`src/rtl/conv_line_buffer_pkg.sv`:
```
// Shared constants and helpers for the line buffer and the sliding-window stage
// that consumes its column output.
package conv_line_buffer_pkg;

  // One stage for the line buffer output register, one for the sliding-window register.
  localparam int WV_PIPE_DEPTH = 2;

  function automatic int cnt_width(input int n);
    return (n > 1) ? $clog2(n) : 1;
  endfunction

  // Element (n,k,j) position within a packed column vector, in units of samples.
  function automatic int col_index(input int n, input int k, input int j,
                                   input int kernel_height, input int depth);
    return n * (kernel_height * depth) + k * kernel_height + j;
  endfunction

endpackage

```
`src/rtl/conv_line_buffer_if.sv`:
```
// Pixel-in / column-out bundle of the line buffer.
// The proto_err signal exists only when LINEBUF_ERR_EN is defined.
interface conv_line_buffer_if #(
  parameter int DATA_WIDTH    = 16,
  parameter int DEPTH         = 3,
  parameter int KERNEL_HEIGHT = 3,
  parameter int NUM_FILTER    = 3
);
  localparam int PIX_W = DATA_WIDTH * DEPTH;
  localparam int COL_W = DATA_WIDTH * KERNEL_HEIGHT * DEPTH * NUM_FILTER;

  logic             in_valid;
  logic [PIX_W-1:0] in_data;
  logic [COL_W-1:0] col_out;
  logic             col_valid;
  logic             window_valid;
  logic             frame_done;
`ifdef LINEBUF_ERR_EN
  logic             proto_err;

  modport master (output in_valid, in_data,
                  input  col_out, col_valid, window_valid, frame_done, proto_err);
  modport slave  (input  in_valid, in_data,
                  output col_out, col_valid, window_valid, frame_done, proto_err);
`else
  modport master (output in_valid, in_data,
                  input  col_out, col_valid, window_valid, frame_done);
  modport slave  (input  in_valid, in_data,
                  output col_out, col_valid, window_valid, frame_done);
`endif
endinterface

```
`src/rtl/conv_line_buffer_line_mem.sv`:
```
// One image line of pixels: read-before-write RAM with a registered read port.
// Contents are never reset; only the read register is.
module conv_line_buffer_line_mem
  import conv_line_buffer_pkg::*;
#(
  parameter int WORDS = 32,
  parameter int WIDTH = 48,
  localparam int AW   = cnt_width(WORDS)
) (
  input  logic             clk,
  input  logic             reset,
  input  logic             en,
  input  logic             we,
  input  logic [AW-1:0]    addr,
  input  logic [WIDTH-1:0] wdata,
  output logic [WIDTH-1:0] rdata
);
  logic [WIDTH-1:0] mem [WORDS];
  logic [WIDTH-1:0] rdata_reg;

  always_ff @(posedge clk) begin
    if (en && we) mem[addr] <= wdata;
  end

  always_ff @(posedge clk) begin
    if (reset)   rdata_reg <= '0;
    else if (en) rdata_reg <= mem[addr];
  end

  assign rdata = rdata_reg;
endmodule

```
`src/rtl/conv_line_buffer.sv`:
```
// Line buffer feeding the sliding window: stores KERNEL_HEIGHT-1 lines and emits
// one vertical column per accepted beat. Optional check enabled by LINEBUF_ERR_EN.
module conv_line_buffer
  import conv_line_buffer_pkg::*;
#(
  parameter int KERNEL_WIDTH  = 3,
  parameter int KERNEL_HEIGHT = 3,
  parameter int DEPTH         = 3,
  parameter int NUM_FILTER    = 3,
  parameter int DATA_WIDTH    = 16,
  parameter int IMG_WIDTH     = 32,
  parameter int IMG_HEIGHT    = 32
) (
  input logic             clk,
  input logic             reset,
  conv_line_buffer_if.slave bus
);
  localparam int LINES = KERNEL_HEIGHT - 1;
  localparam int PIX_W = DATA_WIDTH * DEPTH;
  localparam int COL_W = cnt_width(IMG_WIDTH);
  localparam int ROW_W = cnt_width(IMG_HEIGHT);
  localparam int PTR_W = cnt_width(LINES);

  logic [COL_W-1:0]         col_cnt_reg;
  logic [ROW_W-1:0]         row_cnt_reg;
  logic [PTR_W-1:0]         ptr_reg;
  logic [PTR_W-1:0]         ptr_out_reg;
  logic [PIX_W-1:0]         cur_pix_reg;
  logic                     col_valid_reg;
  logic                     frame_done_reg;
  logic [WV_PIPE_DEPTH-1:0] wv_pipe_reg;

  logic accept, col_last, row_last, tag;
  logic [PIX_W-1:0] line_rd  [LINES];
  logic [PIX_W-1:0] pix_col  [KERNEL_HEIGHT];

  assign accept   = bus.in_valid;
  assign col_last = (col_cnt_reg == COL_W'(IMG_WIDTH - 1));
  assign row_last = (row_cnt_reg == ROW_W'(IMG_HEIGHT - 1));
  assign tag      = (row_cnt_reg >= ROW_W'(LINES)) && (col_cnt_reg >= COL_W'(KERNEL_WIDTH - 1));

  genvar gi, gk, gj;
  generate
    for (gi = 0; gi < LINES; gi++) begin : g_line
      logic [PTR_W:0] slot_sum;
      logic [PTR_W:0] slot;

      conv_line_buffer_line_mem #(.WORDS(IMG_WIDTH), .WIDTH(PIX_W)) u_mem (
        .clk   (clk),
        .reset (reset),
        .en    (accept),
        .we    (accept && (ptr_reg == PTR_W'(gi))),
        .addr  (col_cnt_reg),
        .wdata (bus.in_data),
        .rdata (line_rd[gi])
      );

      // Slot (ptr+j) mod LINES holds line row-LINES+j, so j=0 is the oldest line.
      assign slot_sum = {1'b0, ptr_out_reg} + (PTR_W+1)'(gi);
      assign slot     = (slot_sum >= (PTR_W+1)'(LINES)) ? slot_sum - (PTR_W+1)'(LINES) : slot_sum;
      assign pix_col[gi] = line_rd[slot[PTR_W-1:0]];
    end

    assign pix_col[LINES] = cur_pix_reg;

    for (gi = 0; gi < NUM_FILTER; gi++) begin : g_lane
      for (gk = 0; gk < DEPTH; gk++) begin : g_chan
        for (gj = 0; gj < KERNEL_HEIGHT; gj++) begin : g_row
          assign bus.col_out[col_index(gi, gk, gj, KERNEL_HEIGHT, DEPTH) * DATA_WIDTH +: DATA_WIDTH]
            = pix_col[gj][gk*DATA_WIDTH +: DATA_WIDTH];
        end
      end
    end
  endgenerate

  always_ff @(posedge clk) begin
    if (reset) begin
      col_cnt_reg    <= '0;
      row_cnt_reg    <= '0;
      ptr_reg        <= '0;
      ptr_out_reg    <= '0;
      cur_pix_reg    <= '0;
      col_valid_reg  <= 1'b0;
      frame_done_reg <= 1'b0;
      wv_pipe_reg    <= '0;
    end else begin
      col_valid_reg  <= accept;
      frame_done_reg <= accept && col_last && row_last;
      wv_pipe_reg    <= {wv_pipe_reg[WV_PIPE_DEPTH-2:0], accept && tag};
      if (accept) begin
        cur_pix_reg <= bus.in_data;
        ptr_out_reg <= ptr_reg;
        if (col_last) begin
          col_cnt_reg <= '0;
          if (row_last) begin
            row_cnt_reg <= '0;
            ptr_reg     <= '0;
          end else begin
            row_cnt_reg <= row_cnt_reg + 1'b1;
            ptr_reg     <= (ptr_reg == PTR_W'(LINES - 1)) ? '0 : ptr_reg + 1'b1;
          end
        end else begin
          col_cnt_reg <= col_cnt_reg + 1'b1;
        end
      end
    end
  end

  assign bus.col_valid  = col_valid_reg;
  assign bus.frame_done = frame_done_reg;

`ifdef LINEBUF_ERR_EN
  logic proto_err_reg;

  // Sticky: a gap inside a line desynchronises the downstream window for good.
  always_ff @(posedge clk) begin
    if (reset)                                  proto_err_reg <= 1'b0;
    else if (!accept && (col_cnt_reg != '0))    proto_err_reg <= 1'b1;
  end

  assign bus.proto_err    = proto_err_reg;
  assign bus.window_valid = wv_pipe_reg[WV_PIPE_DEPTH-1] && !proto_err_reg;
`else
  assign bus.window_valid = wv_pipe_reg[WV_PIPE_DEPTH-1];
`endif
endmodule

```
`src/flat_wrapper.sv`:
```
// flat-port wrapper written by rule: the top's interface ports become plain ports
module conv_line_buffer_flat import conv_line_buffer_pkg::*;
#(
  parameter int KERNEL_WIDTH  = 3,
  parameter int KERNEL_HEIGHT = 3,
  parameter int DEPTH         = 3,
  parameter int NUM_FILTER    = 3,
  parameter int DATA_WIDTH    = 16,
  parameter int IMG_WIDTH     = 32,
  parameter int IMG_HEIGHT    = 32
)
  (clk, reset, bus_in_valid, bus_in_data, bus_col_out, bus_col_valid, bus_window_valid, bus_frame_done);
  conv_line_buffer_if #(.DATA_WIDTH(DATA_WIDTH), .DEPTH(DEPTH), .KERNEL_HEIGHT(KERNEL_HEIGHT), .NUM_FILTER(NUM_FILTER)) bus_i ();
  input logic clk;
  input logic reset;
  input wire logic [$bits(bus_i.in_valid)-1:0] bus_in_valid;
  input wire logic [$bits(bus_i.in_data)-1:0] bus_in_data;
  output wire logic [$bits(bus_i.col_out)-1:0] bus_col_out;
  output wire logic [$bits(bus_i.col_valid)-1:0] bus_col_valid;
  output wire logic [$bits(bus_i.window_valid)-1:0] bus_window_valid;
  output wire logic [$bits(bus_i.frame_done)-1:0] bus_frame_done;
  assign bus_i.in_valid = bus_in_valid;
  assign bus_i.in_data = bus_in_data;
  assign bus_col_out = bus_i.col_out;
  assign bus_col_valid = bus_i.col_valid;
  assign bus_window_valid = bus_i.window_valid;
  assign bus_frame_done = bus_i.frame_done;
  conv_line_buffer #(.KERNEL_WIDTH(KERNEL_WIDTH), .KERNEL_HEIGHT(KERNEL_HEIGHT), .DEPTH(DEPTH), .NUM_FILTER(NUM_FILTER), .DATA_WIDTH(DATA_WIDTH), .IMG_WIDTH(IMG_WIDTH), .IMG_HEIGHT(IMG_HEIGHT)) u_core (.clk(clk), .reset(reset), .bus(bus_i));
endmodule
```
`config.mk`:
```
export PLATFORM = sky130hd
export DESIGN_NAME = conv_line_buffer_flat
export DESIGN_NICKNAME = d
export VERILOG_FILES = /design/src/rtl/conv_line_buffer_pkg.sv /design/src/rtl/conv_line_buffer_if.sv /design/src/rtl/conv_line_buffer_line_mem.sv /design/src/rtl/conv_line_buffer.sv /design/src/flat_wrapper.sv
export SDC_FILE = /design/constraint.sdc
export NUM_CORES = 2
export LEC_CHECK = 0
export ABC_CLOCK_PERIOD_IN_PS = 5300
export CAP_MARGIN = 20
export CORE_ASPECT_RATIO = 2
export CORE_MARGIN = 5
export CORE_UTILIZATION = 45
export CTS_BUF_LIST = sky130_fd_sc_hd__clkbuf_8
export DETAILED_ROUTE_END_ITERATION = 16
export SYNTH_ARGS = -nofsm -noshare
export SYNTH_HDL_FRONTEND = slang
export SYNTH_SLANG_ARGS = --single-unit
```
`constraint.sdc`:
```
create_clock -name clk -period 5.3 [get_ports clk]
set_input_delay 0.53 -clock clk [delete_from_list [all_inputs] [get_ports clk]]
set_output_delay 0.53 -clock clk [all_outputs]
set_load 0.01 [all_outputs]
```
==> out/metrics.yaml <==
finish:
  ff_latch_area_sq_um: 95500
  largest_register_ffs: 3072
  multi_input_area_sq_um: 25700
  syn2layout_area_growth_pct: 14.5
  fill_cells: 21300
  fin_nets: 6670
  drive_gt1_share_pct: 23.3
  fin_area_sq_um: 142000
setup_path:
  crit_family: "buffers and inverters"
  worst_r2r_endpoint: "u_core.g_line[1].u_mem.rdata[16]"
  max_stage_delay_ns: 0.97
  end_kind: "primary output"
  crit_required_ns: 4.77
  r2r_start: "u_core.col_cnt_reg[1]"
  worstPathCellList: "buf_4 -> mux2_2 -> clkdlybuf4s50_1"
  worstPathArrival_ns: 3.63
  r2r_slack_ns: 1.27
  cp_max_fo: 63
  critPathBufInv: 2
  rr_worst_depth: 6
  cp-start-kind: "flip-flop"
  critPathSlowestCell: "dfxtp_4"
  path_class: "flip-flop to primary output"
floorplanning:
  ios: 486
  rows: 273
  die_w_um: 382
  core_area_sq_um: 276000
  fp.dieArea_sq_um: 288000
  start_util_pct: 45.1
  fp.dieH_um: 753
sta:
  fin_skew_ns: 0.0755
  max_freq_mhz: 240
  rsz0062_at_grt: "false"
  hold_violations: 0
  slew_headroom_pct: 23.2
  tns_ns: 0
  fin_crit_sh_pct: 78.5
  worst_slew_pin_slew_ns: 1.15
  maxSlewViolCount: 0
  finalWorstSetupSlack_ns: 1.14
  layout_min_cycle_time_ns: 4.16
  setup_viol: 0
pwr:
  p_total_mw: 50.4
  irDropWorstVdd_mv: 0.233
  leakagePower_nw: 44.3
  power.density_nw_per_um2: 354
global_routing:
  antenna_found_initial: 16
  track_usage_pct: 24.4
  grt_first_pass_wirelength_mm: 501
  grt_max_degree: 155
  grt-ovfl-total: 0
  grt_pass1_vias: 65800
flow_run:
  maxCapViolations: 0
clocking:
  cts_root_buffer: "clkbuf_8"
  cts_tree: "yes"
  h-tree-depth: 5
  hold_buffers: 9
  clock_latency_ns: 1.02
  cts_inserted_buffers: 443
  cts.sinks: 3232
  cts.repair.resized: 0
  cts_setup_buffers: 0
  clkSlewWorstSetupHoldPaths_ns: 0.07
  cts_max_path_buffers: 4
logic_synthesis:
  synth_top_area_share_pct: 74.2
  yosysTopAreaCell: "edfxtp_1"
  synth_area_leaders: "edfxtp_1 74%, mux4_2 10%, mux2i_1 3.5%, dfxtp_1 2.6%, buf_4 1.9%"
  yosysUniqueCellTypes: 51
  synth_common_cells: "3072 x edfxtp_1, 574 x mux4_2, 440 x mux2i_1, 322 x buf_4, 219 x nor2_1"
  synthesis.area_sq_um: 124000
  synth_seq_cells: 3232
  synthFlopType: "edfxtp_1"
  yosys_warnings: 0
  syn_area_per_cell_sq_um: 20.6
  yosysMostFrequentCell: "edfxtp_1"
  syn_nets: 6109
  synth_edf_count: 3072
  syn_inst: 6050
  seq_area_frac_synth_pct: 76.8
  async_reset_ff_share_pct: 0
drt:
  drt-initial-drc-count: 7720
  routed_wl_mm: 359
  ant_nets: 0
  vias: 64300
  route.detailed.wl_per_inst_um: 34.0
  avgViaCountPerCell: 6.08
  drc: 0
  drtPass1Iterations: 5
placement:
  io_buffers: 485
  dp_hpwl_mm: 196
  dpl_cell_area_sq_um: 133000
  post-place-ws_ns: 1.35
  routabilityCongestion: 0.811
hold_path:
  min_path_cells: 1
  holdCritPathClass: "primary input to flip-flop"
  min-delay-start: "bus_in_data[18]"
  min_to: "u_core.g_line[1].u_mem.mem[16][18]"
status:
  outcome: "complete, no violations"
cell families (layout without fill, tap and decap cells):
group,Yosys count,after routing,synth area share (%)
muxes,1111,1111,14.8
buffers and inverters,634,1574,3.02
adders and majority gates,8,8,0.0805
and+or+nand+nor,378,378,1.48
DFF,3232,3232,76.8
other,0,7,0
AOI/OAI and AO/OA,687,687,3.84
metal layers:
layer | GRT usage (%) | vias up | share of wire [%]
met5 | 0 | - | 0.0084
met4 | 7.51 | 4 | 3.2
met3 | 4.70 | 616 | 8.8
met2 | 41.3 | 3575 | 50
met1 | 32.3 | 34100 | 38
li1 | - | 25900 | -
layout by cell type, fill, tap and decap left out, types with 7 or more instances in the layout:
master           count
mux4_2             574
clkdlybuf4s50_1    436
a21oi_1              7
o22ai_1             98
clkinv_2            83
a31oi_1             96
clkbuf_8           483
nand3_1              8
a22oi_1            186
dfxtp_1            157
buf_4              126
o21ai_0             98
ha_1                 8
edfxtp_1          3072
clkinv_1            99
dlygate4sd3_1       38
inv_1              119
a22o_1              94
o21bai_1            95
buf_12              97
diode_2              7
bufinv_16           26
buf_2               47
nand2_1             14
nor4_1              91
nor2_1             155
mux2_2              97
inv_6                8
nor2_4              64
mux2i_1            440
final cells by class:
class,count,area share (%)
sequential,3232,67.1
multi-input combinational,2184,18.0
timing repair buffer,747,5.55
clock buffer,482,4.66
tap,3575,3.14
clock inverter,342,1.52
antenna,7,0.0123
inverter,3,0.00791
power breakdown:
group	total (mW)	switching (mW)	internal (mW)
Sequential	28.3	0.201	28.1
Combinational	3.15	1.68	1.47
Clock	19.0	9.33	9.69
worst max path at each step:
stage / from / end / slack, ns / depth (start not counted)
6_report: u_core.ptr_out_reg / bus_col_out[258] / 1.14 / 3
5_1_grt: u_core.ptr_out_reg / bus_col_out[258] / 1.06 / 3
4_1_cts: u_core.ptr_out_reg / bus_col_out[258] / 1.07 / 3
3_5_place_dp: u_core.col_cnt_reg[1] / u_core.g_line[1].u_mem.rdata[16] / 1.35 / 6
3_3_place_gp: u_core.col_cnt_reg[1] / u_core.g_line[1].u_mem.rdata[16] / 1.38 / 6
2_1_floorplan: u_core.col_cnt_reg[1] / u_core.g_line[1].u_mem.mem[13][0] / 1.36 / 8
per-stage QoR:
step                std cells  utilization, %  hold slack [ns]
floorplan                6050               -            0.414
global placement         9660            48.0            0.441
detailed placement       9673            48.1            0.436
CTS                     10500            51.3           0.0178
global route            10600            51.6          0.00721
finish                  10600            51.6           0.0391
(Power assumes the default switching activity.)
